## config.mk

```make
export PLATFORM = sky130hd
export DESIGN_NAME = adbg_tap_ctrl
export DESIGN_NICKNAME = d
export VERILOG_FILES = /design/src/rtl/adbg_tap_pkg.sv /design/src/rtl/adbg_tap_fsm.sv /design/src/rtl/adbg_tap_ctrl.sv
export SDC_FILE = /design/constraint.sdc
export NUM_CORES = 1
export LEC_CHECK = 0
export ABC_AREA = 1
export CAP_MARGIN = 0
export CORE_AREA = 4 4 74 83
export DETAILED_ROUTE_END_ITERATION = 8
export DIE_AREA = 0 0 78 87
export GPL_ROUTABILITY_DRIVEN = 0
export HOLD_SLACK_MARGIN = 0.03
export PLACE_DENSITY = 0.57
export SLEW_MARGIN = 5
export SYNTH_ARGS = -nofsm -noshare
export SYNTH_HDL_FRONTEND = slang
export SYNTH_SLANG_ARGS = --single-unit
export TNS_END_PERCENT = 20
```

## constraint.sdc

```tcl
create_clock -name tck_i -period 4.2 [get_ports tck_i]
set_input_delay 0.84 -clock tck_i [delete_from_list [all_inputs] [get_ports tck_i]]
set_output_delay 0.84 -clock tck_i [all_outputs]
set_load 0.01 [all_outputs]
```

## src/rtl/adbg_tap_pkg.sv

```systemverilog
`default_nettype none
// ============================================================================
// Module      : adbg_tap_pkg
// Description : Shared TAP state encoding, default opcodes and the IR capture
//               pattern used by the JTAG TAP controller.
// Revision    : 1.0 - initial release
// ============================================================================
package adbg_tap_pkg;

  // The 16 states of the IEEE 1149.1 TAP controller.
  typedef enum logic [3:0] {
    TEST_LOGIC_RESET = 4'h0,
    RUN_TEST_IDLE    = 4'h1,
    SELECT_DR        = 4'h2,
    CAPTURE_DR       = 4'h3,
    SHIFT_DR         = 4'h4,
    EXIT1_DR         = 4'h5,
    PAUSE_DR         = 4'h6,
    EXIT2_DR         = 4'h7,
    UPDATE_DR        = 4'h8,
    SELECT_IR        = 4'h9,
    CAPTURE_IR       = 4'hA,
    SHIFT_IR         = 4'hB,
    EXIT1_IR         = 4'hC,
    PAUSE_IR         = 4'hD,
    EXIT2_IR         = 4'hE,
    UPDATE_IR        = 4'hF
  } tap_state_e;

  // Default opcodes for a 4-bit instruction register.
  localparam logic [3:0] OPC_IDCODE = 4'h2;
  localparam logic [3:0] OPC_DEBUG  = 4'h8;
  localparam logic [3:0] OPC_BYPASS = 4'hF;

  // Two LSBs loaded into the IR shifter in CAPTURE_IR; upper bits are zero.
  localparam logic [1:0] IR_CAPTURE_LSBS = 2'b01;

endpackage : adbg_tap_pkg
`default_nettype wire

```

## src/rtl/adbg_tap_fsm.sv

```systemverilog
`default_nettype none
// ============================================================================
// Module      : adbg_tap_fsm
// Description : IEEE 1149.1 TAP state machine driven by TMS, with Moore
//               decodes of the states the debug top cares about.
// Revision    : 1.0 - initial release
// ============================================================================
module adbg_tap_fsm
  import adbg_tap_pkg::*;
(
  input  logic       tck_i,
  input  logic       rst_i,
  input  logic       tms_i,
  output tap_state_e state,
  output tap_state_e state_next,
  output logic       test_logic_reset_o,
  output logic       run_test_idle_o,
  output logic       shift_dr_o,
  output logic       pause_dr_o,
  output logic       update_dr_o,
  output logic       capture_dr_o
);

  // State register; asynchronous reset acts as TRST.
  always_ff @(posedge tck_i or posedge rst_i) begin
    if (rst_i) state <= TEST_LOGIC_RESET;
    else       state <= state_next;
  end

  // Next-state table and zero-latency strobe decode of the current state.
  always_comb begin
    state_next         = TEST_LOGIC_RESET;
    test_logic_reset_o = (state == TEST_LOGIC_RESET);
    run_test_idle_o    = (state == RUN_TEST_IDLE);
    shift_dr_o         = (state == SHIFT_DR);
    pause_dr_o         = (state == PAUSE_DR);
    update_dr_o        = (state == UPDATE_DR);
    capture_dr_o       = (state == CAPTURE_DR);
    case (state)
      TEST_LOGIC_RESET: state_next = tms_i ? TEST_LOGIC_RESET : RUN_TEST_IDLE;
      RUN_TEST_IDLE:    state_next = tms_i ? SELECT_DR        : RUN_TEST_IDLE;
      SELECT_DR:        state_next = tms_i ? SELECT_IR        : CAPTURE_DR;
      CAPTURE_DR:       state_next = tms_i ? EXIT1_DR         : SHIFT_DR;
      SHIFT_DR:         state_next = tms_i ? EXIT1_DR         : SHIFT_DR;
      EXIT1_DR:         state_next = tms_i ? UPDATE_DR        : PAUSE_DR;
      PAUSE_DR:         state_next = tms_i ? EXIT2_DR         : PAUSE_DR;
      EXIT2_DR:         state_next = tms_i ? UPDATE_DR        : SHIFT_DR;
      UPDATE_DR:        state_next = tms_i ? SELECT_DR        : RUN_TEST_IDLE;
      SELECT_IR:        state_next = tms_i ? TEST_LOGIC_RESET : CAPTURE_IR;
      CAPTURE_IR:       state_next = tms_i ? EXIT1_IR         : SHIFT_IR;
      SHIFT_IR:         state_next = tms_i ? EXIT1_IR         : SHIFT_IR;
      EXIT1_IR:         state_next = tms_i ? UPDATE_IR        : PAUSE_IR;
      PAUSE_IR:         state_next = tms_i ? EXIT2_IR         : PAUSE_IR;
      EXIT2_IR:         state_next = tms_i ? UPDATE_IR        : SHIFT_IR;
      UPDATE_IR:        state_next = tms_i ? SELECT_DR        : RUN_TEST_IDLE;
      default:          state_next = TEST_LOGIC_RESET;
    endcase
  end

endmodule : adbg_tap_fsm
`default_nettype wire

```

## src/rtl/adbg_tap_ctrl.sv

```systemverilog
`default_nettype none
// ============================================================================
// Module      : adbg_tap_ctrl
// Description : JTAG TAP controller in front of the debug top. Holds the
//               instruction register, the IDCODE and BYPASS data registers
//               and the TDO multiplexer; DR strobes come from adbg_tap_fsm.
//               Build option ADBG_TAP_NEGEDGE_TDO_EN: when defined, TDO and
//               its enable are retimed to the falling edge of tck_i;
//               otherwise they are driven combinationally.
// Revision    : 1.0 - initial release
// ============================================================================
module adbg_tap_ctrl
  import adbg_tap_pkg::*;
#(
  parameter int                  IR_WIDTH     = 4,
  parameter logic [31:0]         IDCODE_VALUE = 32'h1000_5DB3,
  parameter logic [IR_WIDTH-1:0] INSTR_IDCODE = IR_WIDTH'(OPC_IDCODE),
  parameter logic [IR_WIDTH-1:0] INSTR_DEBUG  = IR_WIDTH'(OPC_DEBUG),
  parameter logic [IR_WIDTH-1:0] INSTR_BYPASS = IR_WIDTH'(OPC_BYPASS)
) (
  input  logic tck_i,
  input  logic rst_i,
  input  logic tms_i,
  input  logic tdi_i,
  output logic tdo_o,
  output logic tdo_oe_o,
  input  logic debug_tdo_i,
  output logic test_logic_reset_o,
  output logic run_test_idle_o,
  output logic shift_dr_o,
  output logic pause_dr_o,
  output logic update_dr_o,
  output logic capture_dr_o,
  output logic debug_select_o
);

  tap_state_e          state;
  tap_state_e          state_next;
  logic [IR_WIDTH-1:0] ir_shift;
  logic [IR_WIDTH-1:0] instr_q;
  logic [31:0]         idcode_sr;
  logic                bypass_q;
  logic                is_idcode;
  logic                is_debug;
  logic                is_bypass;
  logic                tdo_next;
  logic                oe_next;

  adbg_tap_fsm u_fsm (
    .tck_i              (tck_i),
    .rst_i              (rst_i),
    .tms_i              (tms_i),
    .state              (state),
    .state_next         (state_next),
    .test_logic_reset_o (test_logic_reset_o),
    .run_test_idle_o    (run_test_idle_o),
    .shift_dr_o         (shift_dr_o),
    .pause_dr_o         (pause_dr_o),
    .update_dr_o        (update_dr_o),
    .capture_dr_o       (capture_dr_o)
  );

  // Any opcode that is neither IDCODE nor DEBUG selects the bypass bit.
  assign is_idcode      = (instr_q == INSTR_IDCODE);
  assign is_debug       = (instr_q == INSTR_DEBUG);
  assign is_bypass      = (instr_q == INSTR_BYPASS) | ~(is_idcode | is_debug);
  assign debug_select_o = is_debug;

  // IR shifter: capture the fixed pattern, then shift LSB first toward TDO.
  always_ff @(posedge tck_i or posedge rst_i) begin
    if (rst_i) begin
      ir_shift <= '0;
    end else if (state == CAPTURE_IR) begin
      ir_shift <= {{(IR_WIDTH-2){1'b0}}, IR_CAPTURE_LSBS};
    end else if (state == SHIFT_IR) begin
      ir_shift <= {tdi_i, ir_shift[IR_WIDTH-1:1]};
    end
  end

  // Active instruction. Keyed on the next state so the reset instruction is
  // already in place on the first cycle spent in TEST_LOGIC_RESET.
  always_ff @(posedge tck_i or posedge rst_i) begin
    if (rst_i) begin
      instr_q <= INSTR_IDCODE;
    end else if (state_next == TEST_LOGIC_RESET) begin
      instr_q <= INSTR_IDCODE;
    end else if (state == UPDATE_IR) begin
      instr_q <= ir_shift;
    end
  end

  // IDCODE data register.
  always_ff @(posedge tck_i or posedge rst_i) begin
    if (rst_i) begin
      idcode_sr <= '0;
    end else if (is_idcode && state == CAPTURE_DR) begin
      idcode_sr <= IDCODE_VALUE;
    end else if (is_idcode && state == SHIFT_DR) begin
      idcode_sr <= {tdi_i, idcode_sr[31:1]};
    end
  end

  // Single-bit BYPASS register: one tck of delay from TDI to TDO.
  always_ff @(posedge tck_i or posedge rst_i) begin
    if (rst_i) begin
      bypass_q <= 1'b0;
    end else if (is_bypass && state == CAPTURE_DR) begin
      bypass_q <= 1'b0;
    end else if (is_bypass && state == SHIFT_DR) begin
      bypass_q <= tdi_i;
    end
  end

  // TDO source select; the output is only enabled while shifting.
  always_comb begin
    tdo_next = 1'b0;
    oe_next  = 1'b0;
    if (state == SHIFT_IR) begin
      tdo_next = ir_shift[0];
      oe_next  = 1'b1;
    end else if (state == SHIFT_DR) begin
      oe_next = 1'b1;
      if (is_idcode)     tdo_next = idcode_sr[0];
      else if (is_debug) tdo_next = debug_tdo_i;
      else               tdo_next = bypass_q;
    end
  end

`ifdef ADBG_TAP_NEGEDGE_TDO_EN
  // Launch TDO on the falling edge so the probe samples it on the next rise.
  always_ff @(negedge tck_i or posedge rst_i) begin
    if (rst_i) begin
      tdo_o    <= 1'b0;
      tdo_oe_o <= 1'b0;
    end else begin
      tdo_o    <= tdo_next;
      tdo_oe_o <= oe_next;
    end
  end
`else
  assign tdo_o    = tdo_next;
  assign tdo_oe_o = oe_next;
`endif

endmodule : adbg_tap_ctrl
`default_nettype wire

```

Yosys cells after proc, flatten, opt, wreduce, memory -nomap -nowiden
Cells that the tools add are included.
- bitwise gates (word level): 3
- divide/modulo/power cells: 0
- muxes and demuxes: 27
- add/subtract/negate cells: 0
- $lt $le $gt $ge: 0
- equality and inequality tests: 18
- reduce and logical (&&, ||, !) cells: 13
- $mul: 0
- shifts and indexed selects: 0
- operator list (operator ; count):
    $mux 32 ; 2
    $pmux 4 s12 ; 1
    $eq 4x4->1 const B ; 10
    $mux 4 ; 8
    $eq 4x3->1 const B ; 4
    $eq 4x2->1 const B ; 3
    $mux 1 ; 11
    $logic_not 4->1 ; 2
    $reduce_bool 2->1 ; 4
    $mux 2 ; 3
    $mux 3 ; 2
    $eq 4x1->1 const B ; 1
    $logic_and 1x1->1 ; 4
    $reduce_or 2->1 ; 2
    $reduce_or 3->1 ; 1
    $or 1x1->1 ; 2
    $not 1->1 ; 1
- memory bits (read-only): 0
- memories kept: 0
- RAM bits: 0
- register bits: 45
- output and inout port bits: 9
- latch bits: 0
- input port bits: 5
- word-level logic and storage cells: 66

Depth between registers and ports, before layout
- depth in word-level cells: 7
- depth in mapped cells: 10
- depth with buffers taken out: 10

Hierarchy
Synthesis repeated with hierarchy kept, for this count alone.
- cell total of the unflattened synthesis: 309
- area, all modules: 2328.5 sq um
- modules (own cells, without submodules) (module ; times used ; area each (sq um) ; sequential area each (sq um) ; cells each):
    adbg_tap_ctrl ; 1 ; 1956.9 ; 1027.2 ; 242
    adbg_tap_fsm ; 1 ; 371.6 ; 100.1 ; 67

Least setup slack after synthesis
No wires, ideal clock.
- path kind: reg-to-output
- start: register u_fsm.state[1]
- end: output port tdo_o
- buffers on the path: 0
- data required time: 3.360 ns
- arrival time: 1.155 ns
- slack: 2.205 ns
- cell stages (with the launch flop): 6
- cell sequence: dfrtp_1 nor2_2 nand2_4 inv_1 o21ai_0 o22ai_1
- cells in the longest elaborated chain, start to end: 3
- elaborated cells on any way between the ends: 4
- those cells by class: 2 x eq/ne; 2 x mux
- ends and longest elaborated chain (what ; line ; text):
    start, declared ; adbg_tap_fsm.sv:14 ; output tap_state_e state,
    start signal, assigned ; adbg_tap_fsm.sv:27 ; else state <= state_next;
    $eq 4x3->1 ; - ;
    net shift_dr_o ; adbg_tap_ctrl.sv:30 ; output logic shift_dr_o,
    $mux 1 ; adbg_tap_ctrl.sv:121 ; end else if (state == SHIFT_DR) begin
    $mux 1 ; adbg_tap_ctrl.sv:118 ; if (state == SHIFT_IR) begin
    end, declared ; adbg_tap_ctrl.sv:25 ; output logic tdo_o,
The timed path passes the listed nets, and every way through them passes these cells.

Worst setup path in the final report
- start: register u_fsm.state[3]
- end: output port tdo_o
- cells in the longest elaborated chain, start to end: 3
- elaborated cells on any way between the ends: 4
- those cells by class: 2 x eq/ne; 2 x mux
- ends and longest elaborated chain (what ; line):
    $eq 4x3->1 ; adbg_tap_ctrl.sv:121
    $mux 1 ; adbg_tap_ctrl.sv:121
    $mux 1 (*) ; adbg_tap_ctrl.sv:118
Mark *: on every way between the ends. The rest lies on a longest branch, timed or not.

==> impl_metrics.env <==
export IMPL_fin_crit_ns=2.89
export IMPL_fmax_mhz=346
export IMPL_floorplan_initialDensity_pct=38.8
export IMPL_finalMaxSlewViolations=0
export IMPL_dr_pass1_iters=4
export IMPL_post_route_drc_count=0
export IMPL_vias_per_cell=4.60
export IMPL_via_count=1514
export IMPL_crit_type="reg2out"
export IMPL_grt_use_total_pct=12.9
export IMPL_post_route_cell_area_um2=2350
export IMPL_syn_nets=241
export IMPL_r2r_slack_ns=2.48
export IMPL_place_area_um2=2250
export IMPL_die_area_um2=6790
export IMPL_grt_pass1_wl_um=6930
export IMPL_grt_pass1_vias=1581
export IMPL_critical_path_startpoint="u_fsm.state[3]"
export IMPL_std_cell_rows=28
export IMPL_cts_buffer_depth=2
export IMPL_syn_inst=236
export IMPL_grt_remaining_overflow=0
export IMPL_power_leakage_nw=1.17
export IMPL_core_area_um2=5290
export IMPL_startpoint_type="flop"
export IMPL_route_detailed_wl_per_inst_um=11.6
export IMPL_relSlewSlack_pct=62.9
export IMPL_rsz0062_at_grt="false"
export IMPL_ys_types=22
export IMPL_cts_sinks=45
export IMPL_cp_end_kind="output port"
export IMPL_insertion_delay_ns=0.29
export IMPL_boundaryPins=14
export IMPL_cts_buffers=5
export IMPL_chipWidth_um=78
export IMPL_crit_end="tdo_o"
export IMPL_drive_gt1_share_pct=12.2
export IMPL_ys_seq_area_share_pct=54.9
export IMPL_rr_worst_depth=5
export IMPL_cts_setup_buffers=0
export IMPL_fp_dieH_um=87
export IMPL_ys_seq_elements=45
export IMPL_grt_max_degree=46
export IMPL_worstPathMaxFanout=5
export IMPL_worstPathRequired_ns=3.36
export IMPL_grt_antenna_before_repair=0
export IMPL_ys_warn_count=0
export IMPL_post_cts_resized=0
export IMPL_setup_violations=0
export IMPL_dpl_hpwl_um=2630
export IMPL_cts_tree="built"
export IMPL_finalHoldViolations=0
export IMPL_drt_iter0_drc=67
export IMPL_fill_cells=535
export IMPL_r2r_end="idcode_sr[4]"
export IMPL_cts_clk_slew_worst_paths_ns=0.09
export IMPL_arrival_ns=2.05
export IMPL_status="finished, final reports clean"
export IMPL_antenna_cells=0
export IMPL_syn_area_um2=2050
export IMPL_skew_ns=0.00739
export IMPL_h_tree_depth=2
export IMPL_ant_nets=0
export IMPL_worstMarginPinSlew_ns=0.557
export IMPL_peakVddDrop_mv=0.270
export IMPL_fin_crit_sh_pct=68.9
export IMPL_power_density_nw_per_um2=660
export IMPL_fin_nets=258
export IMPL_r2r_start="instr_q[1]"
export IMPL_port_buffers=13
export IMPL_wirelength_um=3810
export IMPL_finalSetupTns_ns=0
export IMPL_cts_hold_buf=0
export IMPL_root_buffer="clkbuf_8"
export IMPL_syn_avg_cell_area_um2=8.69
export IMPL_maxCapViolCount=0
export IMPL_syn_to_final_growth_pct=14.5
export IMPL_hold_class="reg2reg"
[layout make-up]
type	count	area [um^2]	area share [%]
clock inverter	2	17.5	0.746
timing repair buffer	14	138	5.86
multi-input combinational	131	677	28.8
tap	75	93.8	4.00
inverter	56	213	9.06
clock buffer	6	82.6	3.52
sequential	45	1130	48.0
[worst min path at each step]
stage,startpoint,to,depth (start not counted)
6_report,idcode_sr[7],idcode_sr[6],2
5_1_grt,idcode_sr[7],idcode_sr[6],2
4_1_cts,idcode_sr[7],idcode_sr[6],2
3_5_place_dp,idcode_sr[28],idcode_sr[27],2
3_3_place_gp,idcode_sr[28],idcode_sr[27],2
2_1_floorplan,idcode_sr[31],idcode_sr[30],2
[metrics by stage]
step	power, W	worst slack, ns	hold WS [ns]	std cells	util (%)
after floorplan	0.00113	2.20	0.453	236	-
after global placement	0.00127	1.36	0.465	321	42.5
after detailed placement	0.00128	1.34	0.477	321	42.5
after CTS	0.00158	1.29	0.502	329	44.4
after global routing	0.00170	1.16	0.529	329	44.4
final	0.00155	1.31	0.490	329	44.4
[power breakdown]
group | switching (W) | leakage (nW) | internal [W]
Clock | 0.000152 | 0.0518 | 0.000137
Combinational | 0.000397 | 0.556 | 0.000223
Sequential | 0.0000680 | 0.563 | 0.000575
Total | 0.000617 | 1.17 | 0.000934
[kinds of logic after synthesis]
family / share of synthesized area [%]
and+or+nand+nor: 18.4
buffers and inverters: 12.1
AOI/OAI and AO/OA: 14.6
DFF: 54.9
[cells in the final DEF (no fill, tap or decap)]
cell type / instances
a21oi_1: 16
clkbuf_8: 6
nand3_1: 4
clkinv_4: 1
nand2_4: 3
nor2_1: 25
buf_4: 1
nand2_2: 4
nand2_1: 30
o22ai_1: 19
nand4_1: 3
inv_2: 4
clkinv_1: 1
inv_6: 1
inv_4: 1
nor2_2: 5
clkdlybuf4s50_1: 13
nor2_4: 2
o21ai_0: 11
inv_1: 50
dfrtp_1: 44
a22oi_1: 4
o21ai_1: 3
nand3_2: 2
dfstp_2: 1
[critical path: stages, from the launching register on]
cell and delay, ns:
dfrtp_1 0.42, inv_1 0.07, nor2_1 0.18, inv_1 0.06, nor2_1 0.19, inv_1 0.12
o22ai_1 0.15, clkdlybuf4s50_1 0.56
[per-layer routing]
layer	global-route usage (%)	wire, um
met5	0	0
met4	3.34	25
met3	3.31	102
met2	21.7	1810
met1	16.5	1870
[flip-flops by register name (all words and copies together) (netlist names)]
| signal | cells |
|---|---|
| instr_q | 4 |
| u_fsm.state | 4 |
| ir_shift | 4 |
| idcode_sr | 32 |
| bypass_q | 1 |
[Yosys cell counts]
library cell	number	area share [%]
nand3_2	2	0.98
nand2_1	30	5.5
buf_4	1	0.37
inv_2	4	0.73
dfrtp_1	44	54
inv_1	51	9.3
buf_2	1	0.24
o21ai_1	3	0.73
a22oi_1	4	1.5
nor2_1	25	4.6
a21oi_1	16	3.9
nand2_2	4	1.2
nor2_2	5	1.5
nand4_1	3	0.91
o22ai_1	19	5.8
buf_6	2	1.1
nor2_4	2	1.1
inv_4	1	0.31
o21ai_0	11	2.7
nand2_4	3	1.6
dfstp_2	1	1.3
nand3_1	4	0.98
(Power assumes the default switching activity.)
